### config.mk
export PLATFORM = sky130hd
export DESIGN_NAME = song_sequencer
export DESIGN_NICKNAME = d
export VERILOG_FILES = /design/src/rtl/song_sequencer_pkg.sv /design/src/rtl/song_word_decoder.sv /design/src/rtl/song_sequencer.sv
export SDC_FILE = /design/constraint.sdc
export NUM_CORES = 1
export LEC_CHECK = 0
export ABC_AREA = 1
export CORE_UTILIZATION = 47
export DETAILED_ROUTE_END_ITERATION = 8
export MAX_ROUTING_LAYER = met4
export PLACE_DENSITY = 0.84
export SYNTH_ARGS = -nofsm -noshare
export SYNTH_HDL_FRONTEND = slang
export SYNTH_SLANG_ARGS = --single-unit
### constraint.sdc
create_clock -name clk -period 2.7 [get_ports clk]
set_input_delay 0.54 -clock clk [delete_from_list [all_inputs] [get_ports clk]]
set_output_delay 0.54 -clock clk [all_outputs]
set_load 0.03 [all_outputs]
### src/rtl/song_sequencer_pkg.sv
// Shared definitions for the song sequencer: FSM state encoding and the
// bit layout of a song ROM word.
package song_sequencer_pkg;

  localparam int WORD_WIDTH = 16;

  localparam int STEREO_MSB   = 15;
  localparam int STEREO_LSB   = 14;
  localparam int NOTE_MSB     = 13;
  localparam int NOTE_LSB     = 8;
  localparam int DUR_MSB      = 7;
  localparam int DUR_LSB      = 2;
  localparam int END_BIT      = 1;
  localparam int RESERVED_BIT = 0;

  typedef enum logic [2:0] {
    ST_IDLE,
    ST_FETCH,
    ST_DECODE,
    ST_LOAD,
    ST_WAIT_DONE,
    ST_SONG_END
  } state_t;

endpackage

### src/rtl/song_word_decoder.sv
// Splits one song ROM word into its note, duration, stereo and end-marker fields.
module song_word_decoder
  import song_sequencer_pkg::*;
(
  input  logic [WORD_WIDTH-1:0] rom_data,
  output logic [1:0]            stereo,
  output logic [5:0]            note,
  output logic [5:0]            duration,
  output logic                  end_flag
);

  logic unused_reserved;

  assign stereo          = rom_data[STEREO_MSB:STEREO_LSB];
  assign note            = rom_data[NOTE_MSB:NOTE_LSB];
  assign duration        = rom_data[DUR_MSB:DUR_LSB];
  assign end_flag        = rom_data[END_BIT];
  assign unused_reserved = rom_data[RESERVED_BIT];

endmodule

### src/rtl/song_sequencer.sv
// Walks a song ROM, decodes each word and hands it to note_player through a
// load strobe / done handshake; handles pause, end markers, wrap and song change.
module song_sequencer #(
  parameter int SONG_BITS  = 2,
  parameter int INDEX_BITS = 5,
  parameter int WORD_WIDTH = song_sequencer_pkg::WORD_WIDTH
) (
  input  logic                            clk,
  input  logic                            reset,
  input  logic                            play,
  input  logic [SONG_BITS-1:0]            song,
  output logic [SONG_BITS+INDEX_BITS-1:0] rom_addr,
  input  logic [WORD_WIDTH-1:0]           rom_data,
  output logic [5:0]                      note_to_load,
  output logic [5:0]                      duration_to_load,
  output logic [1:0]                      stereo_side_to_load,
  output logic                            load_new_note,
  input  logic                            note_done,
  output logic                            song_done
);
  import song_sequencer_pkg::*;

  state_t                state, state_nxt;
  logic [INDEX_BITS-1:0] index, index_nxt;
  logic [SONG_BITS-1:0]  song_q, song_q_nxt;
  logic                  play_q;
  logic                  song_change;
  logic                  latch_fields;

  logic [1:0] dec_stereo;
  logic [5:0] dec_note;
  logic [5:0] dec_dur;
  logic       dec_end;

  song_word_decoder u_decoder (
    .rom_data (rom_data),
    .stereo   (dec_stereo),
    .note     (dec_note),
    .duration (dec_dur),
    .end_flag (dec_end)
  );

  // A new song selection outranks every other event once a song is running.
  assign song_change = (state != ST_IDLE) && (song != song_q);

  always_comb begin
    state_nxt    = state;
    index_nxt    = index;
    song_q_nxt   = song_q;
    latch_fields = 1'b0;
    if (song_change) begin
      song_q_nxt = song;
      index_nxt  = '0;
      state_nxt  = ST_FETCH;
    end else begin
      unique case (state)
        ST_IDLE: begin
          if (play && !play_q) begin
            song_q_nxt = song;
            index_nxt  = '0;
            state_nxt  = ST_FETCH;
          end
        end
        ST_FETCH: begin
          if (play) state_nxt = ST_DECODE;
        end
        ST_DECODE: begin
          if (dec_end) begin
            state_nxt = ST_SONG_END;
          end else begin
            latch_fields = 1'b1;
            state_nxt    = ST_LOAD;
          end
        end
        ST_LOAD: state_nxt = ST_WAIT_DONE;
        ST_WAIT_DONE: begin
          if (note_done) begin
            // The last addressable word ends the song rather than wrapping.
            if (&index) begin
              state_nxt = ST_SONG_END;
            end else begin
              index_nxt = index + INDEX_BITS'(1);
              state_nxt = ST_FETCH;
            end
          end
        end
        ST_SONG_END: begin
          index_nxt = '0;
          state_nxt = ST_IDLE;
        end
        default: state_nxt = ST_IDLE;
      endcase
    end
  end

  always_ff @(posedge clk) begin
    if (reset) begin
      state  <= ST_IDLE;
      index  <= '0;
      song_q <= '0;
      play_q <= 1'b0;
    end else begin
      state  <= state_nxt;
      index  <= index_nxt;
      song_q <= song_q_nxt;
      play_q <= play;
    end
  end

  always_ff @(posedge clk) begin
    if (reset) begin
      note_to_load        <= '0;
      duration_to_load    <= '0;
      stereo_side_to_load <= '0;
    end else if (latch_fields) begin
      note_to_load        <= dec_note;
      duration_to_load    <= dec_dur;
      stereo_side_to_load <= dec_stereo;
    end
  end

  assign rom_addr      = {song_q, index};
  assign load_new_note = (state == ST_LOAD);
  assign song_done     = (state == ST_SONG_END) && !song_change;

endmodule

==> reports/metrics.csv, run 1 <==
stage,metric,value,unit
run_status,status,finished clean,
sta,fin_crit,2.27,ns
yosys,ys_warn_count,0,
detailed_routing,drtPass1Iterations,4,
detailed_routing,drtIter0Drc,18,
sta,finalHoldViolCount,0,
detailed_routing,antenna_left,0,
yosys,synth-seq-cells,25,
power_and_ir_drop,peakVddDrop,0.303,mV
sta,slew_headroom,74.1,%
detailed_routing,dr_total_vias,1271,
detailed_routing,drt-total-wl,2940,um
sta,timing.hold.ws,0.472,ns
sta,tns,0,ns
global_route,antenna_found_initial,0,
clocking,cts_setup_buffers,0,
detailed_routing,drcViolationCount,0,
layout,diodes,0,
global_route,grt-ovfl-total,0,
setup_path,cp_data_arrival_time,1.73,ns
floorplan,ios,45,
clocking,h-tree-depth,1,
setup_path,crit_required,2.16,ns
setup_path,start_kind,primary input,
setup_path,slowest_delay,0.43,ns
floorplan,die-area,2830,um^2
yosys,syn_inst,178,
clocking,cts_buffers,3,
global_route,grt.total_usage,22.5,%
setup_path,critPathBufInv,3,
detailed_routing,routedWlPerCell,11.7,um
clocking,clock_sink_count,25,
setup_path,r2r_setup_slack,1.03,ns
yosys,netlist_area,1230,um^2
layout,layout_common_cells,"nand2_1, clkdlybuf4s50_1, dfxtp_1, nand3_1, nor2_1",
detailed_routing,vias_per_cell,5.06,
setup_path,crit_family,buffers and inverters,
clocking,clkTransAtPathRegs,0.14,ns
sta,worst_pin_slew,0.387,ns
clocking,max-clock-path-buffers,2,
sta,period_share,83.9,%
clocking,cts-root-buf,clkbuf_4,
layout,fin_nets,246,
sta,clock.fmax,0.441,GHz
yosys,avgSynthCellArea,6.93,um^2
power_and_ir_drop,p_leak,0.672,nW
sta,rsz0062_at_grt,false,
sta,setup_slack,0.434,ns
clocking,postCtsHoldBufs,0,
layout,layout_commonest_cell,nand2_1,
clocking,cts_resized,0,
floorplan,core_area,2480,um^2
hold_path,min_path_type,reg -> reg,
layout,design_area,1700,um^2
place,placed_area,1670,um^2
setup_path,critical_path_class,in -> out,
place,place_congestion,0.848,
global_route,grt_max_degree,19,
place,pre_cts_ws,0.439,ns
job,cap_violations,0,
yosys,yosysSeqAreaShare,40.6,%
floorplan,start_util,49.8,%
global_route,grt_pass1_vias,1108,
sta,slew_viol_final,0,
power_and_ir_drop,powerDensity,448,nW/um^2
place,port_buffers,43,
yosys,yosysUniqueCellTypes,22,
setup_path,cp-end-kind,output pin,
global_route,grt_pass1_wl,4600,um
place,dp_hpwl,2170,um
layout,area_growth_syn_to_layout,37.4,%
setup_path,crit_path_frequent_cell,nand2_1,
floorplan,rows,18,
clocking,cts_tree,built,
floorplan,fp.dieW,53.2,um
setup_path,crit_fanout,4,
layout,drive_gt1_share,6.79,%
setup_path,cp_cell_sequence,clkdlybuf4s50_1 -> inv_1 -> nand2_1 -> nand2_1 -> nand2_1 -> nor4_1 -> buf_4,
setup_path,crit_path_top_delay_cell,clkdlybuf4s50_1,
yosys,syn-num-nets,202,
sta,setup_viol,0,
clocking,clk_latency,0.32,ns
floorplan,die_h,53.2,um
sta,finClkSkew,0.00434,ns
[logic make-up after synthesis]
group                    synth area share (%)
adder cells (fa/ha/maj)                  2.03
AND/OR/NAND/NOR                          38.3
buffers and inverters                    9.74
flip-flops                               40.6
AO/OA/AOI/OAI                            9.33
[stage by stage]
step / utilization, % / instances / power (mW)
after floorplan: - / 178 / 0.528
after global placement: 67.2 / 247 / 0.588
after detailed placement: 67.2 / 247 / 0.595
after CTS: 68.4 / 251 / 0.764
after global routing: 68.4 / 251 / 0.804
final: 68.4 / 251 / 0.760
[sequential cells by signal, summed over array words and instances, names as in the netlist]
name	count
duration_to_load	6
index	5
note_to_load	6
play_q	1
song_q	2
state	3
stereo_side_to_load	2
[tightest hold or removal path: cells and delay by family, from the launching register on]
family           cells  cell delay (ns)
flip-flops           1             0.34
AO/OA/AOI/OAI        1             0.05
AND/OR/NAND/NOR      1             0.06
[routing by layer]
layer | GRT usage (%) | wire length (um)
met3 | 2.59 | 98
met1 | 28.1 | 1340
met4 | 6.58 | 29
met2 | 37.9 | 1480
met5 | - | 0
[Yosys cell counts]
| cell | instances | area [um^2] |
|---|---|---|
| nand2_2 | 1 | 6.26 |
| nand3_2 | 1 | 10.0 |
| o21ai_0 | 4 | 20.0 |
| nor2_1 | 20 | 75.1 |
| inv_1 | 18 | 67.6 |
| nand4_1 | 1 | 6.26 |
| nand3_1 | 22 | 110 |
| buf_4 | 1 | 7.51 |
| dfxtp_1 | 25 | 500 |
| inv_2 | 1 | 3.75 |
| buf_6 | 3 | 33.8 |
| ha_1 | 2 | 25.0 |
| nand2_4 | 2 | 22.5 |
| nand2_1 | 48 | 180 |
| nor3_1 | 3 | 15.0 |
| nor3_4 | 1 | 16.3 |
| nor3b_1 | 1 | 7.51 |
| clkbuf_1 | 2 | 7.51 |
| nor2_4 | 1 | 11.3 |
| a21oi_1 | 19 | 95.1 |
| nor4_1 | 1 | 6.26 |
| nor2_2 | 1 | 6.26 |
[where the power goes]
group | internal, mW | switching (mW) | leakage, nW
Combinational | 0.0771 | 0.113 | 0.455
Clock | 0.0565 | 0.115 | 0.0139
Sequential | 0.383 | 0.0154 | 0.203
[cell type report]
cell class / count / area [um^2]
inverters: 19 / 71.3
flip-flops and latches: 25 / 500
well taps: 30 / 37.5
clock inverters: 1 / 7.51
repair buffers: 45 / 443
multi-input cells: 128 / 613
fillers: 211 / 782
clock buffers: 3 / 22.5
[worst paths after layout]
kind / from / to / cells past startpoint
max reg2reg: index[0] / index[1] / 10
min reg2reg: duration_to_load[1] / duration_to_load[1] / 2
max: song[1] / song_done / 7
min: duration_to_load[1] / duration_to_load[1] / 2
Power figures use the tool's default switching activity.
==> run 2, diff against run 1 <==
Settings changed: CORE_UTILIZATION 47 to 39, PLACE_DENSITY 0.84 to 0.74.
Clock period 2.7 ns to 1.94 ns, I/O delays scaled along.
==> run 2 against run 1 <==
Compared with the run above: first-iteration DRC count grew to 2.7 times the previous value; critical path type unchanged; largest cell class unchanged; clock skew shrank 0.0023 ns; global-route usage fell by 4.2 points; final cell count grew 7.6%; core utilization fell by 10 points; flip-flop and latch count unchanged; combinational power grew 52%; count of clock-buffer cells in the layout unchanged; routed wire length fell by 6.9%; sequential share of layout area decreased by 1.2 points.
==> reports/metrics.csv, run 2 (synthesis results as in run 1) <==
stage,metric,value,unit,change
power_and_ir_drop,internal_power,0.734,mW,+42%
setup_path,start_kind,primary input,,
hold_path,min_path_type,reg -> reg,,
job,cap_violations,0,,unchanged
layout,final_cells,270,,+7.6%
layout,fin_nets,251,,+2.0%
power_and_ir_drop,powerDensity,611,nW/um^2,+36%
floorplan,start_util,40.7,%,-9.1 points
hold_path,hold_depth,2,,unchanged
layout,drive_gt1_share,9.73,%,+2.9 points
sta,finalHoldViolCount,0,,unchanged
floorplan,ios,45,,unchanged
sta,period_share,96.1,%,
run_status,status,finished clean,,
layout,reg.largest.list,"duration_to_load: 6 flops, note_to_load: 6 flops, index: 5 flops",,
detailed_routing,drt-total-wl,2740,um,-6.9%
global_route,grt_pass1_wl,4710,um,+2.4%
place,dp_cells,266,,+7.7%
layout,layout_commonest_cell,nand2_1,,
place,place_congestion,0.891,,+5.0%
sta,finClkSkew,0.00199,ns,-0.00235 ns
detailed_routing,drtIter0Drc,48,,+30
power_and_ir_drop,pwr-share-clk,22.6,%,about the same
detailed_routing,vias_per_cell,4.62,,-8.7%
global_route,grt-ovfl-total,0,,unchanged
detailed_routing,antenna_left,0,,unchanged
power_and_ir_drop,peakVddDrop,0.280,mV,-7.7%
layout,area_growth_syn_to_layout,43.0,%,
floorplan,die-area,3390,um^2,+20%
layout,diodes,0,,unchanged
detailed_routing,drtPass1Iterations,4,,unchanged
clocking,cts_tree,built,,
setup_path,critical_path_class,in -> out,,
global_route,antenna_found_initial,0,,unchanged
clocking,clock_sink_count,25,,unchanged
sta,worst_pin_slew,0.340,ns,-0.0466 ns
clocking,max-clock-path-buffers,2,,unchanged
setup_path,cp-end-kind,output pin,,
hold_path,hp-start,duration_to_load[2],,
power_and_ir_drop,p_leak,0.734,nW,+9.2%
hold_path,hold_end,duration_to_load[2],,
clocking,cts-root-buf,clkbuf_4,,
clocking,h-tree-depth,1,,unchanged
global_route,grt_max_degree,17,,-2
detailed_routing,drcViolationCount,0,,unchanged
floorplan,fp.dieW,58.2,um,+9.4%
floorplan,die_h,58.2,um,+9.4%
floorplan,rows,20,,+2
place,port_buffers,43,,unchanged
setup_path,r2r-end,index[1],,
setup_path,crit_required,1.55,ns,-0.61 ns
place,pre_cts_ws,0.0605,ns,-0.379 ns
clocking,cts_resized,0,,unchanged
detailed_routing,routedWlPerCell,10.1,um,-13%
power_and_ir_drop,switching_share,31.9,%,-0.16 points
global_route,grt.total_usage,18.3,%,-4.2 points
clocking,clkTransAtPathRegs,0.14,ns,about the same
clocking,clk_latency,0.32,ns,about the same
sta,clock.fmax,0.537,GHz,
sta,setup_slack,0.0764,ns,-0.357 ns
power_and_ir_drop,seqPwrFrac,50.7,%,-1.7 points
setup_path,cp_data_arrival_time,1.48,ns,-0.25 ns
clocking,cts_buffers,3,,unchanged
power_and_ir_drop,p_switching,0.344,mW,+41%
power_and_ir_drop,combPwrFrac,26.7,%,+1.7 points
setup_path,r2r_setup_slack,0.28,ns,-0.75 ns
setup_path,r2r_start,index[0],,
clocking,cts_setup_buffers,0,,unchanged
power_and_ir_drop,p_total,1.08,mW,+42%
setup_path,crit_fanout,3,,-1
clocking,postCtsHoldBufs,0,,unchanged
layout,layout_common_cells,"nand2_1, clkdlybuf4s50_1, dfxtp_1, nand3_1, nor2_1",,
detailed_routing,dr_total_vias,1248,,-1.8%
sta,setup_viol,0,,unchanged
sta,slew_headroom,77.3,%,+3.1 points
sta,rsz0062_at_grt,true,,
sta,fin_crit,1.86,ns,
floorplan,core_area,3030,um^2,+22%
sta,slew_viol_final,0,,unchanged
global_route,grt_pass1_vias,1083,,-2.3%
place,dp_hpwl,2050,um,-5.5%
setup_path,r2r_cells,10,,unchanged
==> run 2: cell count changes in the layout (fill, tap and decap cells not counted) <==
cell / delta
nor4_2: +1
nand2_2: +1
nand2_1: -1
clkdlybuf4s50_1: -2
dlymetal6s2s_1: +2
nor4_1: -1
buf_4: +5
==> run 2: routing by layer <==
layer	vias up	global-route usage, %	wire length (um)	share of wire, %
met1	542	24.1	1260	46
met5	-	-	0	0
met3	2	2.01	143	5.2
met4	0	6.12	21	0.77
met2	36	29.2	1310	48
li1	668	-	-	-
==> run 2: critical path: stages <==
cell	delay (ns)
clkdlybuf4s50_1	0.42
inv_1	0.08
nand2_1	0.05
nand2_1	0.09
nand2_2	0.10
nor4_2	0.16
buf_4	0.20
==> run 2: power groups by stage <==
stage | Clock (mW) | Combinational, mW | Sequential, mW
after floorplan | 0 | 0.149 | 0.587
after global placement | 0 | 0.284 | 0.557
after detailed placement | 0 | 0.288 | 0.558
after CTS | 0.255 | 0.289 | 0.546
after global routing | 0.274 | 0.319 | 0.550
final | 0.244 | 0.288 | 0.546
==> run 2: metrics by stage <==
| step | hold slack, ns | cell area, um^2 | TNS (ns) | utilization [%] |
|---|---|---|---|---|
| global route | 0.489 | 1760 | -0.00714 | 58.3 |
| detailed placement | 0.452 | 1730 | 0 | 57.0 |
| CTS | 0.473 | 1760 | 0 | 58.0 |
| finish | 0.468 | 1760 | 0 | 58.3 |
| global placement | 0.448 | 1730 | 0 | 57.0 |
| floorplan | 0.513 | 1240 | 0 | - |
==> run 2: how the worst max path moves through the flow <==
stage,startpoint,end,slack [ns]
2_1_floorplan,song_q[1],song_done,0.17
5_1_grt,song[1],song_done,-0.007
6_report,song[1],song_done,0.08
3_3_place_gp,song[1],song_done,0.06
3_5_place_dp,song[1],song_done,0.06
4_1_cts,state[2],load_new_note,0.02
==> run 2: area by class of cell <==
cell class / count / area, um^2
clock inverter: 1 / 7.51
sequential: 25 / 500
timing repair buffer: 50 / 485
inverter: 19 / 71.3
fill: 314 / 1260
clock buffer: 3 / 22.5
multi-input combinational: 128 / 622
tap: 44 / 55.1
==> edit, RTL diff (flow settings as in run 2) <==
Encoding of `state_t`: now one-hot (6 bits for 6 states).
--- a/src/rtl/song_sequencer_pkg.sv
+++ b/src/rtl/song_sequencer_pkg.sv
@@ -13,13 +13,13 @@
   localparam int END_BIT      = 1;
   localparam int RESERVED_BIT = 0;
 
-  typedef enum logic [2:0] {
-    ST_IDLE,
-    ST_FETCH,
-    ST_DECODE,
-    ST_LOAD,
-    ST_WAIT_DONE,
-    ST_SONG_END
+  typedef enum logic [5:0] {
+    ST_IDLE      = 6'b000001,
+    ST_FETCH     = 6'b000010,
+    ST_DECODE    = 6'b000100,
+    ST_LOAD      = 6'b001000,
+    ST_WAIT_DONE = 6'b010000,
+    ST_SONG_END  = 6'b100000
   } state_t;
 
 endpackage
Function: no difference found for any inputs over 10 cycles, from zero or initial values and one cycle with reset high; not proved beyond that.
==> edit against run 2 <==
- synthesized area grew 9.1%
- routed wire length up 2.2%
- worst setup slack better by 15 ps
- sequential cell count rose by 3
- largest cell class unchanged
- via count decreased by 1.2%
- critical endpoint is now rom_addr[0]
- final area is 6.4% higher
- synthesized cell count down 1.7%
- sequential share of layout area rose by 1.6 points
- non-clock buffer count shrank 4
Power is not compared: it rests on default switching activity, and its combinational part moved more than twofold at a synthesized area within 25%.
==> edit: results (changes against run 2) <==
HPWL Detailed 2100 µm (+2.1%); Clk Latency, worst-skew pair 320 ps (about the same); post-synthesis xor/xnor area fraction 1.95% (+2.0 points); pin count of the biggest net entering global routing 16 (-1); status complete, no violations; Fin Clk Skew 2.57 ps (+0.572 ps); Clock transition at path regs 140 ps (about the same); via count 1,233 (-1.2%); vias in the first global route 1,052 (-2.9%); hold crit path type in2reg; DRC marker count from the first detailed-route iteration 40 (-17%); post-synthesis net count 199 (-1.5%); DP Cell Count 261 (-1.9%); R2R depth 8 (-2); top flop regs duration_to_load x6, note_to_load x6, state x6; Slew headroom 73.8% (-3.5 points); aggregate routed wire length 2800 µm (+2.2%); synth top area cells dfxtp_1 42%, nor2_1 11%, nand2_1 5.3%; first-pass GRT wire length 4670 µm (-0.87%); Cell Count, Final, Fillers Out 266 (-1.5%); critical-path maximum fanout 5 (+2); Synth Area in Adders 1.86% (-0.17 points); WP data arrival 1460 ps (-20 ps); Final Net Count 247 (-1.6%); total track usage 17.7% (-0.64 points); share of layout cells above drive strength 1 14.0% (+4.2 points); Setup Slack @ Placement 76.9 ps (+16.4 ps); Seq/Total Area, Yosys 41.6% (+1.1 points); Unique masters post-synth 25 (+14%); DP Area 1810 µm² (+4.6%); Hold Path Depth 3 (+1); Synth Area in Compound Gates 10.4% (+1.1 points); Routability Congestion 0.819 (-8.1%); Commonest cells post-synth 40 x nor2_1, 28 x dfxtp_1, 19 x nand2_1; Internal 994 µW
[edit: layout make-up]
type                    instances  area, µm²
clock buffers                   4       36.3
fillers                       314       1280
inverters                      19       76.3
multi-input cells             125        679
flip-flops and latches         28        562
well taps                      44       55.1
repair buffers                 46        468
[edit: worst paths after layout]
path | startpoint | end | slack [ps]
setup / recovery | index[0] | rom_addr[0] | 90
hold / removal | song[1] | song_q[1] | 350
setup reg to reg | index[0] | index[4] | 350
hold reg to reg | note_to_load[2] | note_to_load[2] | 500
[edit: kinds of logic after synthesis]
logic type,Yosys count
buf+inv,22
xor+xnor,3
fa+ha+maj,2
flops,28
simple gates,92
compound gates,28
[edit: layer usage]
layer / global-route usage, % / vias to the layer above / share of wire, %
li1: - / 669 / -
met1: 22.3 / 528 / 47
met2: 26.7 / 34 / 45
met3: 4.90 / 2 / 7.0
met4: 6.82 / 0 / 0.50
met5: - / - / 0
